<file path="config.mk">
export PLATFORM = sky130hd
export DESIGN_NAME = prog_counter
export DESIGN_NICKNAME = d
export VERILOG_FILES = /design/src/rtl/prog_counter_pkg.sv /design/src/rtl/prog_counter_next.sv /design/src/rtl/prog_counter.sv
export SDC_FILE = /design/constraint.sdc
export NUM_CORES = 1
export LEC_CHECK = 0
export CAP_MARGIN = 40
export CORE_MARGIN = 10
export CORE_UTILIZATION = 30
export DETAILED_ROUTE_END_ITERATION = 6
export GPL_ROUTABILITY_DRIVEN = 0
export PLACE_DENSITY = 0.6
export RECOVER_POWER = 25
export SETUP_SLACK_MARGIN = 0.2
export SYNTH_ARGS = -nofsm -noshare
export SYNTH_HDL_FRONTEND = slang
export SYNTH_SLANG_ARGS = --single-unit
</file>
<file path="constraint.sdc">
create_clock -name clk -period 2.6 [get_ports clk]
set_clock_uncertainty 0.05 [all_clocks]
set_input_delay 0.65 -clock clk [delete_from_list [all_inputs] [get_ports clk]]
set_output_delay 0.65 -clock clk [all_outputs]
set_load 0.01 [all_outputs]
</file>
<file path="src/rtl/prog_counter_pkg.sv">
// ---------------------------------------------------------------------------
// prog_counter_pkg
// Shared types and defaults for the programmable up/down counter.
//   dir_e       : count direction (maps the up_dn input bit)
//   lim_mode_e  : boundary behaviour (maps the sat_en input bit)
//   DEFAULT_*   : default parameter values used by the counter modules
// ---------------------------------------------------------------------------
package prog_counter_pkg;

    typedef enum logic {
        DIR_DOWN = 1'b0,
        DIR_UP   = 1'b1
    } dir_e;

    typedef enum logic {
        MODE_WRAP = 1'b0,
        MODE_SAT  = 1'b1
    } lim_mode_e;

    localparam int DEFAULT_WIDTH = 8;

endpackage : prog_counter_pkg

</file>
<file path="src/rtl/prog_counter_next.sv">
// ---------------------------------------------------------------------------
// prog_counter_next
// Purely combinational step calculator for prog_counter. Given the current
// count, the modulus and the direction/mode controls it returns the value the
// counter would take on an enabled step.
// Ports:
//   out      in  WIDTH  current count
//   modulus  in  WIDTH  inclusive upper limit
//   up_dn    in  1      1 = count up, 0 = count down
//   sat_en   in  1      1 = saturate at the boundary, 0 = wrap
//   next_val out WIDTH  count after an enabled step
//   boundary out 1      current count sits on the limit for this direction
//   wrap_evt out 1      an enabled step from here is a wrap step
// ---------------------------------------------------------------------------
module prog_counter_next
    import prog_counter_pkg::*;
#(
    parameter int WIDTH = DEFAULT_WIDTH
) (
    input  logic [WIDTH-1:0] out,
    input  logic [WIDTH-1:0] modulus,
    input  logic             up_dn,
    input  logic             sat_en,
    output logic [WIDTH-1:0] next_val,
    output logic             boundary,
    output logic             wrap_evt
);

    localparam logic [WIDTH-1:0] ONE = {{(WIDTH-1){1'b0}}, 1'b1};

    dir_e      dir;
    lim_mode_e mode;

    assign dir  = dir_e'(up_dn);
    assign mode = lim_mode_e'(sat_en);

    always_comb begin
        // ">=" rather than "==" so a count left above a freshly lowered
        // modulus (or loaded above it) still counts as being at the limit.
        if (dir == DIR_UP) begin
            boundary = (out >= modulus);
        end else begin
            boundary = (out == '0);
        end

        wrap_evt = boundary && (mode == MODE_WRAP);

        next_val = out;
        if (!boundary) begin
            // Off the boundary the +/-1 can never cross 0 or all-ones:
            // up implies out < modulus <= max, down implies out > 0.
            if (dir == DIR_UP) begin
                next_val = out + ONE;
            end else begin
                next_val = out - ONE;
            end
        end else if (mode == MODE_WRAP) begin
            next_val = (dir == DIR_UP) ? '0 : modulus;
        end else begin
            // Saturate: hold, except an up count stranded above the
            // modulus is pulled back down onto it.
            if ((dir == DIR_UP) && (out > modulus)) begin
                next_val = modulus;
            end
        end
    end

endmodule : prog_counter_next

</file>
<file path="src/rtl/prog_counter.sv">
// ---------------------------------------------------------------------------
// prog_counter
// Loadable up/down counter with programmable modulus, wrap or saturate
// behaviour at the limit, a one-cycle wrap pulse and a sticky overflow flag.
// Edge priority: clr > load > enable > hold.
// Ports:
//   clk      in  1      rising-edge clock
//   rst      in  1      asynchronous active-low reset
//   data     in  WIDTH  value captured on load
//   load     in  1      synchronous load of data (taken verbatim)
//   enable   in  1      count step enable
//   up_dn    in  1      1 = up, 0 = down
//   modulus  in  WIDTH  inclusive upper limit, sampled every cycle
//   sat_en   in  1      1 = saturate, 0 = wrap
//   clr      in  1      synchronous clear to RST_VAL (also clears ovf)
//   ovf_clr  in  1      synchronous clear of ovf (a same-edge set wins)
//   out      out WIDTH  registered count
//   wrap_p   out 1      registered pulse, high the cycle after a wrap step
//   at_lim   out 1      combinational: out is at the limit for up_dn
//   ovf      out 1      sticky flag, set by any enabled boundary step
// ---------------------------------------------------------------------------
module prog_counter
    import prog_counter_pkg::*;
#(
    parameter int               WIDTH   = DEFAULT_WIDTH,
    parameter logic [WIDTH-1:0] RST_VAL = '0
) (
    input  logic             clk,
    input  logic             rst,
    input  logic [WIDTH-1:0] data,
    input  logic             load,
    input  logic             enable,
    input  logic             up_dn,
    input  logic [WIDTH-1:0] modulus,
    input  logic             sat_en,
    input  logic             clr,
    input  logic             ovf_clr,
    output logic [WIDTH-1:0] out,
    output logic             wrap_p,
    output logic             at_lim,
    output logic             ovf
);

    logic [WIDTH-1:0] out_reg;
    logic [WIDTH-1:0] out_next;
    logic             wrap_p_reg;
    logic             wrap_p_next;
    logic             ovf_reg;
    logic             ovf_next;

    logic [WIDTH-1:0] step_val;
    logic             boundary;
    logic             wrap_evt;
    logic             step_taken;

    prog_counter_next #(
        .WIDTH (WIDTH)
    ) u_next (
        .out      (out_reg),
        .modulus  (modulus),
        .up_dn    (up_dn),
        .sat_en   (sat_en),
        .next_val (step_val),
        .boundary (boundary),
        .wrap_evt (wrap_evt)
    );

    // A step only happens when neither clear nor load claims the edge.
    assign step_taken = enable && !clr && !load;

    always_comb begin
        out_next    = out_reg;
        wrap_p_next = 1'b0;

        if (clr) begin
            out_next = RST_VAL;
        end else if (load) begin
            out_next = data;
        end else if (enable) begin
            out_next    = step_val;
            wrap_p_next = wrap_evt;
        end
    end

    // Overflow: clr dominates, then a boundary step sets, then ovf_clr.
    always_comb begin
        ovf_next = ovf_reg;
        if (clr) begin
            ovf_next = 1'b0;
        end else if (step_taken && boundary) begin
            ovf_next = 1'b1;
        end else if (ovf_clr) begin
            ovf_next = 1'b0;
        end
    end

    always_ff @(posedge clk or negedge rst) begin
        if (!rst) begin
            out_reg    <= RST_VAL;
            wrap_p_reg <= 1'b0;
            ovf_reg    <= 1'b0;
        end else begin
            out_reg    <= out_next;
            wrap_p_reg <= wrap_p_next;
            ovf_reg    <= ovf_next;
        end
    end

    assign out    = out_reg;
    assign wrap_p = wrap_p_reg;
    assign ovf    = ovf_reg;
    assign at_lim = boundary;

endmodule : prog_counter

</file>
==> summary.txt, run 1 <==
Finish
  • Fin nets: 274
  • Final instance area: 0.00247 mm^2
  • Layout fillers: 333
  • Max FFs per register: 8
  • Antenna Cells: 0
  • FF/Latch Area: 250 um^2
  • Multi-input combinational cell area: 0.00122 mm^2
  • Share of post-route cells with drive strength above 1: 0.524
  • Layout area overhead: 97.0%

Clocking
  • CTS Hold Bufs: 0
  • Clock Tree Root: clkbuf_8
  • Clock tree sinks: 10
  • Clock Latency Late Sink: 0.24 ns
  • CTS tree: yes
  • Total CTS buffers: 3
  • H-tree depth: 1
  • Clk pin slew, worst setup/hold paths: 0.05 ns
  • CTS max path bufs: 2

Worst hold path
  • Worst min path class: flop to flop

Placed design
  • Port bufs: 34
  • Dpl ws: -1.08 ns
  • DPL Wire Length: 3740 um
  • Placed inst area: 0.00200 mm^2

Floorplan
  • Core area: 0.00403 mm^2
  • Rows: 23
  • I/O pins: 35
  • Die width: 84.7 um
  • Height of the die: 84.7 um
  • Starting density of the core: 0.312
  • Die footprint: 0.00718 mm^2

Global route
  • Largest net degree at the start of global routing: 12
  • Vias in the first global route: 1660
  • All-Layer GR Usage: 0.137
  • GR Overflow Total: 0
  • Initial antenna violation count: 0
  • First-pass GRT wire length: 8240 um

Power and ir drop
  • Combinational Power Share: 0.689
  • Clock power share: 0.140
  • Pwr Density: 488 mW/mm^2
  • Leakage: 0.00108 uW
  • Sequential power share: 0.171
  • Int Pwr: 732 uW
  • P_sw: 477 uW
  • Max VDD drop: 0.000204 V
  • Switching share of total power: 0.395

Run status
  • Failing checks: setup timing
  • Status: finished, violations left

Synth
  • Syn. warnings: 0
  • Post-Syn Nets: 184
  • Post-synth EDFFs: 0
  • Syn Area/Cell: 8.66 um^2
  • Synth cell types: 51
  • Mapped Cells: 145
  • FF+latch count, synth: 10
  • Cell taking the most area after synthesis: dfrtp_1
  • Synth area leaders: dfrtp_1 20%, ha_1 14%, inv_1 4.2%
  • Commonest register cell after synthesis: dfrtp_1
  • FFs w/ async S/R, synth: 1.00
  • Mapped cell area: 0.00126 mm^2
  • Yosys top cell area share: 0.199
  • Sequential area share after synthesis: 0.199

Critical path
  • Worst Path Max Fanout: 2
  • CP startpoint kind: input port
  • CP Data Arrival Time: 2.07 ns
  • Setup crit end kind: output pin
  • Critical path class: input port to output pin
  • Req. time, crit path: 1.90 ns

STA
  • F_max: 0.361 GHz
  • RSZ-0062 raised after global routing: yes
  • Least-Margin Pin Slew: 0.586 ns
  • Fin worst setup slack: -0.170 ns
  • Final Critical Period: 2.77 ns
  • Final setup viols: 1
  • Slew headroom: 0.608
  • Post-route clock period utilization: 1.07
  • Slew Limit Fails: 0
  • Setup TNS: -0.170 ns
  • Final Hold Fails: 0

Detailed routing
  • Via count: 1539
  • Total Routed Length: 5210 um
  • Via density per instance: 5.44
  • Drt first-iter violations: 98
  • DRT antenna net count: 0
  • Wire length per cell: 18.4 um
  • Drt drc: 0
  • Drt pass-1 iters: 4

Run
  • Max-Cap Viols: 0
==> path summary, 6_finish.rpt <==
kind	from	to	slack [ns]	cells after the start
setup / recovery	modulus[0]	at_lim	-0.17	8
hold / removal	ovf	ovf	0.49	2
setup reg to reg	out[6]	out[5]	0.12	12
hold reg to reg	ovf	ovf	0.49	2
max in group asynchronous	rst	out[6]	1.32	1
min in group asynchronous	rst	wrap_p	0.80	1
==> through the flow <==
| stage | hold slack, ns | util | std cells | power, uW |
|---|---|---|---|---|
| floorplan | 0.304 | - | 145 | 556 |
| global placement | 0.479 | 0.497 | 263 | 840 |
| detailed placement | 0.484 | 0.497 | 263 | 857 |
| CTS | 0.492 | 0.579 | 278 | 1130 |
| global route | 0.493 | 0.614 | 283 | 1280 |
| finish | 0.493 | 0.614 | 283 | 1210 |
==> per-layer routing <==
metal | GRT usage | vias to the layer above | routed length (um)
met2 | 0.248 | 44 | 2730
met4 | 0.0644 | 0 | 116
met3 | 0.0174 | 10 | 205
met5 | 0 | - | 0
li1 | - | 729 | -
met1 | 0.155 | 756 | 2160
==> critical path: stages <==
cell and delay [ns]:
buf_4 0.13, ha_4 0.23, and4_1 0.19, or3_4 0.34, o221a_4 0.24, nor2_4 0.12, clkinv_4 0.06, buf_6 0.11
==> power by group through the flow <==
stage / clock network (uW) / logic, uW / registers, uW
detailed placement: 0 / 653 / 205
global placement: 0 / 636 / 204
finish: 169 / 833 / 207
global route: 177 / 889 / 210
floorplan: 0 / 330 / 226
CTS: 169 / 753 / 208
==> cells in the mapped netlist, types with 2 or more instances <==
library cell and instances:
ha_1 14, inv_1 14, dfrtp_1 10, nand2_1 9, nor2_1 9, a21oi_1 8, nor3_1 6, o21ai_0 6
o41ai_1 5, a311oi_1 4, or3_1 4, a211oi_1 3, a31oi_1 3, o21a_1 3, o21bai_1 3, xnor2_1 3
a21o_1 2, a22o_1 2, and4_1 2, buf_6 2, nand2b_1 2, xor2_1 2
==> cells in the final DEF (no fill, tap or decap), types with 3 or more instances in the layout <==
master | synthesis | final
nand2_1 | 9 | 5
o21ai_1 | 0 | 3
nand2_2 | 0 | 3
clkdlybuf4s50_1 | 0 | 23
xnor2_1 | 3 | 3
o21a_1 | 3 | 3
o41ai_2 | 1 | 4
inv_2 | 0 | 3
o21bai_1 | 3 | 3
dfrtp_1 | 10 | 10
buf_6 | 2 | 12
inv_4 | 0 | 3
a311oi_2 | 0 | 3
ha_4 | 0 | 10
nor3_1 | 6 | 3
inv_1 | 14 | 6
or3_1 | 4 | 3
clkbuf_8 | 0 | 3
buf_8 | 0 | 4
ha_1 | 14 | 4
buf_4 | 1 | 45
a21oi_1 | 8 | 8
nor2_1 | 9 | 9
buf_2 | 1 | 3
==> layout make-up <==
type / count / area share
Multi-Input combinational cell: 114 / 0.492
Tap cell: 50 / 0.0253
Clock buffer: 3 / 0.0167
Inverter: 16 / 0.0339
Sequential cell: 10 / 0.101
Timing Repair Buffer: 90 / 0.331
==> what timing repair did <==
action | in CTS | in global routing
setup buffers | 12 | 5
endpoints found under the setup margin | 11 | 9
pin swaps | 22 | 13
resized for setup | 91 | 21
==> cell families after synthesis <==
family / after synthesis / synth area share
and+or+nand+nor: 43 / 0.197
buffers and inverters: 21 / 0.0827
DFF: 10 / 0.199
AOI/OAI and AO/OA: 51 / 0.331
xor gates and xnor gates: 5 / 0.0349
adders and majority gates: 15 / 0.155
Note: power is estimated with default switching activity, not from simulation.
==> run 2, diff against run 1 <==
--- a/config.mk
+++ b/config.mk
@@ -13,6 +13,7 @@
 export PLACE_DENSITY = 0.6
 export RECOVER_POWER = 25
 export SETUP_SLACK_MARGIN = 0.2
+export SLEW_MARGIN = 10
 export SYNTH_ARGS = -nofsm -noshare
 export SYNTH_HDL_FRONTEND = slang
 export SYNTH_SLANG_ARGS = --single-unit
==> results of run 2 <==
No change in the layout: final DEF, timing and power equal those of run 1.
==> patch 1, RTL diff (config.mk and constraints of run 1) <==
The package constant `DEFAULT_WIDTH` goes from 8 to 10.
--- a/src/rtl/prog_counter_pkg.sv
+++ b/src/rtl/prog_counter_pkg.sv
@@ -19,3 +19,3 @@
 
-    localparam int DEFAULT_WIDTH = 8;
+    localparam int DEFAULT_WIDTH = 10;
 
Ports: changed (resized data, modulus and out); port bits go from 35 to 41. No check against the original RTL was run, so the function may have changed too.
==> patch 1 against run 1 <==
  * The run still ends with setup timing left
  * Total power fell by 14%
  * Area after synthesis rose by 20%
  * Routed wire length rose by 5.6%
  * Combinational power fell by 25%
  * First-iteration DRC count fell by 26%
  * Sequential cell count rose by 2
  * Setup slack improved by 0.046 ns
  * Sequential power rose by 9%
  * Via count rose by 18%
  * Maximum frequency rose by 1.7%
  * Utilization fell by 7.8 points
  * Design area rose by 3.7%
  * Critical path depth did not move
  * Count of clock-buffer cells in the layout did not move
  * Critical path type unchanged
  * Largest cell class unchanged
==> patch 1: results (changes against run 1) <==
- The measured slew at the worst slew-check pin was 0.679 ns (+0.0931 ns).
- The flow ran to the end, but the final reports show violations.
- Yosys attributes the largest share of cell area to sky130_fd_sc_hd__dfrtp_1 20%, sky130_fd_sc_hd__ha_1 15%, sky130_fd_sc_hd__nor2_1 5.2%.
- The kind of cell with the highest combined delay along the critical path is compound AO/OA/AOI/OAI gates.
- The data arrival time of the critical path is 2.02 ns (-0.05 ns).
- The delay of the slowest critical-path stage was 0.31 ns (-0.03 ns).
- The endpoint of the worst-slack reg-to-reg timing path is out[9].
- The final setup violation count is 2 (+1).
- The met2 demand-to-capacity share in global routing came to 21.5% (-3.2 points).
- The setup slack after placement is -0.963 ns (+0.118 ns).
- The routed wire length is 5.51 mm (+5.6%).
- The post-synthesis net count is 238 (+29%).
- The number of global-route vias before repair came to 1,873 (+13%).
- Following the worst setup path forward leads to its endpoint at at_lim.
- The number of cells traversed by the worst register-to-register path came to 10 (-2).
- The ratio of routed vias to standard cells is 5.20 (-4.4%).
- The checks that failed: setup timing.
- The HPWL reported at the end of detailed placement was 4.42 mm (+18%).
- The maximum number of pins on one net before global-route repair was 15 (+3).
- The detailed router's first-iteration violation count is 73 (-26%).
- The static leakage is 1.14 nW (+5.2%).
- The met3 usage came to 2.24% (+0.51 points).
- The flip-flop count of the largest register, all copies and words added is 10 (+2).
- The area of placed instances was 2480 sq um (+24%).
- The overall routing resource usage is 13.2% (-0.57 points).
- The smallest setup slack after layout was -0.124 ns (+0.0461 ns).
- The number of distinct library cells after synthesis is 48 (-5.9%).
- The wire length of the first global-routing pass is 9.20 mm (+12%).
- The summed negative setup slack over all endpoints came to -0.217 ns (-0.0468 ns).
- The fraction of registers with async set or reset after synthesis is 100% (unchanged).
- The wire length per cell came to 15.8 um (-14%).
- The met1 demand-to-capacity share in global routing came to 17.0% (+1.5 points).
- The number of nets in the final layout is 330 (+20%).
- The wire length on met2 is 2.50 mm (-8.6%).
- The fraction of the mapped netlist area in adder cells is 16.3% (+0.71 points).
- The xor-xnor portion of the synthesized cell area is 3.48% (about the same).
- The highest ir drop seen on vdd is 181 uV (-11%).
- The sequential share of the synthesized area is 19.9% (about the same).
- The beginning of the worst register-to-register path is out[0].
- Among all stages on the critical path, the largest delay is contributed by sky130_fd_sc_hd__a311oi_2.
- The commonest cells after synthesis are 21 x sky130_fd_sc_hd__nor2_1, 18 x sky130_fd_sc_hd__ha_1, 16 x sky130_fd_sc_hd__inv_1.
- The internal reg-to-reg setup slack came to -0.05 ns (-0.17 ns).
- The tightest hold margin came to 0.484 ns (-0.00933 ns).
- The compound-cell area share of the yosys netlist came to 25.3% (-7.8 points).
- The number of I/O port buffers is 40 (+18%).
- The wire length on met3 came to 327 um (+60%).
- The proportion of synthesized area in mux cells came to 3.32% (+3.3 points).
- The mean instance size in the synthesized netlist is 7.90 sq um (-8.8%).
- The fraction of layout cells with a size suffix above 1 is 35.9% (-16 points).
- The number of cells after detailed placement is 341 (+30%).
## patch 1: cell types whose count changed after synthesis, sizes merged, moves of 4 or more
cell,run 1,this run
a22oi,1,5
clkbuf,1,7
ha,14,18
mux2i,0,5
nand2,9,14
nand3,1,9
nor2,10,21
nor2b,1,6
o41ai,6,0
## patch 1: layout make-up
| cell class | count | area (sq um) |
|---|---|---|
| fill | 459 | 2220 |
| multi-input combinational | 154 | 1260 |
| timing repair buffer | 94 | 791 |
| sequential | 12 | 300 |
| tap | 67 | 83.8 |
| inverter | 17 | 82.6 |
| clock buffer | 3 | 41.3 |
| timing repair inverter | 1 | 5.00 |
## patch 1: power breakdown
part           switching, W  internal (W)
Clock             0.0000795      0.000102
Sequential        0.0000197      0.000205
Combinational      0.000287      0.000341
Total              0.000386      0.000649
## patch 1: what timing repair did
action	in CTS	in global routing
resized for setup	42	15
pin swaps	7	9
endpoints found under the setup margin	13	8
buffers inserted	2	1
cloned	1	0
==> patch 2, RTL diff (config.mk and constraints of run 1) <==
Without the edit above. Put a register stage on the output `at_lim`, with the module's reset. The value now appears one clock later. The other outputs are not delayed to match. Comments in the files are not updated.
--- a/src/rtl/prog_counter.sv
+++ b/src/rtl/prog_counter.sv
@@ -111,3 +111,9 @@
     assign ovf    = ovf_reg;
-    assign at_lim = boundary;
+    always_ff @(posedge clk or negedge rst) begin
+        if (!rst) begin
+            at_lim <= '0;
+        end else begin
+            at_lim <= boundary;
+        end
+    end
 
Behaviour: not the same (a bounded check fails within 4 cycles, from zero or initial values and one cycle with rst low).
==> patch 2 against run 1 <==
  * Die area increased by 2.4%
  * Count of clock-buffer cells in the layout increased by 1
  * Setup slack improved by 0.29 ns
  * Routed wire length decreased by 7.0%
  * Combinational power decreased by 28%
  * Sequential power increased by 3%
  * Sequential cell count increased by 1
  * Design area decreased by 8.6%
  * Maximum frequency increased by 12%
  * Area after synthesis increased by 3.1%
  * Critical path depth increased by 4
  * Total power decreased by 19%
  * Largest cell class unchanged
  * Largest power group unchanged
==> patch 2: results (changes against run 1) <==
- The routed via count was 1,413 (-8.2%).
- The number of logic stages on the critical path including buffering is 12 (+4).
- The switching power is 0.000376 W (-21%).
- The data arrival time of the critical path is 2.58 ns (+0.51 ns).
- The measured slew at the worst slew-check pin is 0.543 ns (-0.0434 ns).
- The number of global-route vias before repair is 1,558 (-6.1%).
- The wire length per cell is 18.1 um (-1.8%).
- The number of I/O port buffers was 34 (unchanged).
- The number of cells traversed by the worst register-to-register path is 11 (-1).
- The mean instance size in the synthesized netlist is 8.87 sq um (+2.4%).
- The ratio of routed vias to standard cells was 5.27 (-3.0%).
- The maximum number of pins on one net before global-route repair is 12 (unchanged).
- The maximum fanout along the worst path is 4 (+2).
- The commonest cells after synthesis are 16 x sky130_fd_sc_hd__inv_1, 14 x sky130_fd_sc_hd__ha_1, 13 x sky130_fd_sc_hd__nor2_1.
- The static leakage was 0.940 nW (-13%).
- The run finished with clean final reports.
- The delay of the slowest critical-path stage is 0.38 ns (+0.04 ns).
- The CTS buffer count is 3 (unchanged).
- The overall routing resource usage is 13.0% (-0.74 points).
- After synthesis, the cell types taking the most area are sky130_fd_sc_hd__dfrtp_1 21%, sky130_fd_sc_hd__ha_1 14%, sky130_fd_sc_hd__inv_1 4.6%.
- The library cell contributing the largest single delay on the critical path is sky130_fd_sc_hd__or3b_1.
- The cell family contributing the most delay on the critical path is simple AND/OR/NAND/NOR gates.
- The HPWL reported at the end of detailed placement is 3.70 mm (-0.99%).
- The sequential share of the synthesized area is 21.3% (+1.3 points).
- The detailed router's first-iteration violation count came to 79 (-19%).
- The filler cell count in the final layout was 372 (+12%).
- The wire length of the first global-routing pass is 7.87 mm (-4.5%).
patch 2: metal layers:
layer / global-route usage, % / routed length (um) / vias up
li1: - / - / 680
met1: 14.9 / 2000 / 685
met2: 23.1 / 2480 / 40
met3: 3.60 / 295 / 8
met4: 3.29 / 74 / 0
met5: 0 / 0 / -
patch 2: power by group through the flow:
stage | clock network [W] | logic, W | registers (W)
5_1_grt | 0.000185 | 0.000653 | 0.000217
2_1_floorplan | 0 | 0.000256 | 0.000223
3_3_place_gp | 0 | 0.000477 | 0.000208
6_report | 0.000174 | 0.000597 | 0.000214
3_5_place_dp | 0 | 0.000492 | 0.000210
4_1_cts | 0.000176 | 0.000562 | 0.000214
patch 2: kinds of logic (layout without fill, tap and decap cells):
family / after synthesis / after routing / share of synthesized area, %
AO/OA/AOI/OAI: 48 / 48 / 32.9
multiplexers: 3 / 3 / 2.32
flip-flops: 11 / 11 / 21.3
AND/OR/NAND/NOR: 43 / 43 / 17.8
XOR/XNOR: 4 / 4 / 2.71
adder cells (fa/ha/maj): 15 / 15 / 15.1
buffers and inverters: 22 / 94 / 8.02
patch 2: timing repair:
action / 4_1_cts / 5_1_grt
pin swaps: 26 / 13
gates resized for setup: 73 / 14
buffers inserted: 6 / 2
setup endpoints to repair: 11 / 8
patch 2: final cells by class:
cell class                      instances  area, sq um  area share, %
Tap cell                               50         62.6           2.77
Sequential cell                        11          277           12.2
Multi-Input combinational cell        113         1140           50.5
Clock buffer                            4         45.0           1.99
Timing Repair Buffer                   72          658           29.1
Inverter                               18         77.6           3.43
patch 2: per-stage QoR:
step                util (%)  hold slack (ns)  worst slack, ns  setup TNS [ns]  instance area [sq um]
floorplan                  -            0.304            0.198               0                   1320
global placement        46.8            0.572           -0.562           -4.49                   1910
detailed placement      46.8            0.571           -0.592           -4.99                   1910
CTS                     53.1            0.586            0.207               0                   2170
global route            55.3            0.588           0.0563               0                   2260
finish                  55.3            0.574            0.122               0                   2260
patch 2: path summary, 6_finish.rpt:
path / from / end / slack [ns]
max in group asynchronous: rst / out[1] / 1.32
worst min register to register: out[0] / out[0] / 0.57
min in group asynchronous: rst / out[4] / 0.78
worst min-delay path: out[0] / out[0] / 0.57
worst max register to register: out[0] / out[2] / 0.18
worst max-delay path: modulus[6] / out[2] / 0.12
patch 2: worst reg2reg max path: cells and delay by family (launching register included):
kind | cells | cell delay, ns
AO/OA/AOI/OAI | 3 | 0.34
adder cells (fa/ha/maj) | 1 | 0.21
buffers and inverters | 4 | 0.49
flip-flops | 1 | 0.40
AND/OR/NAND/NOR | 3 | 0.86
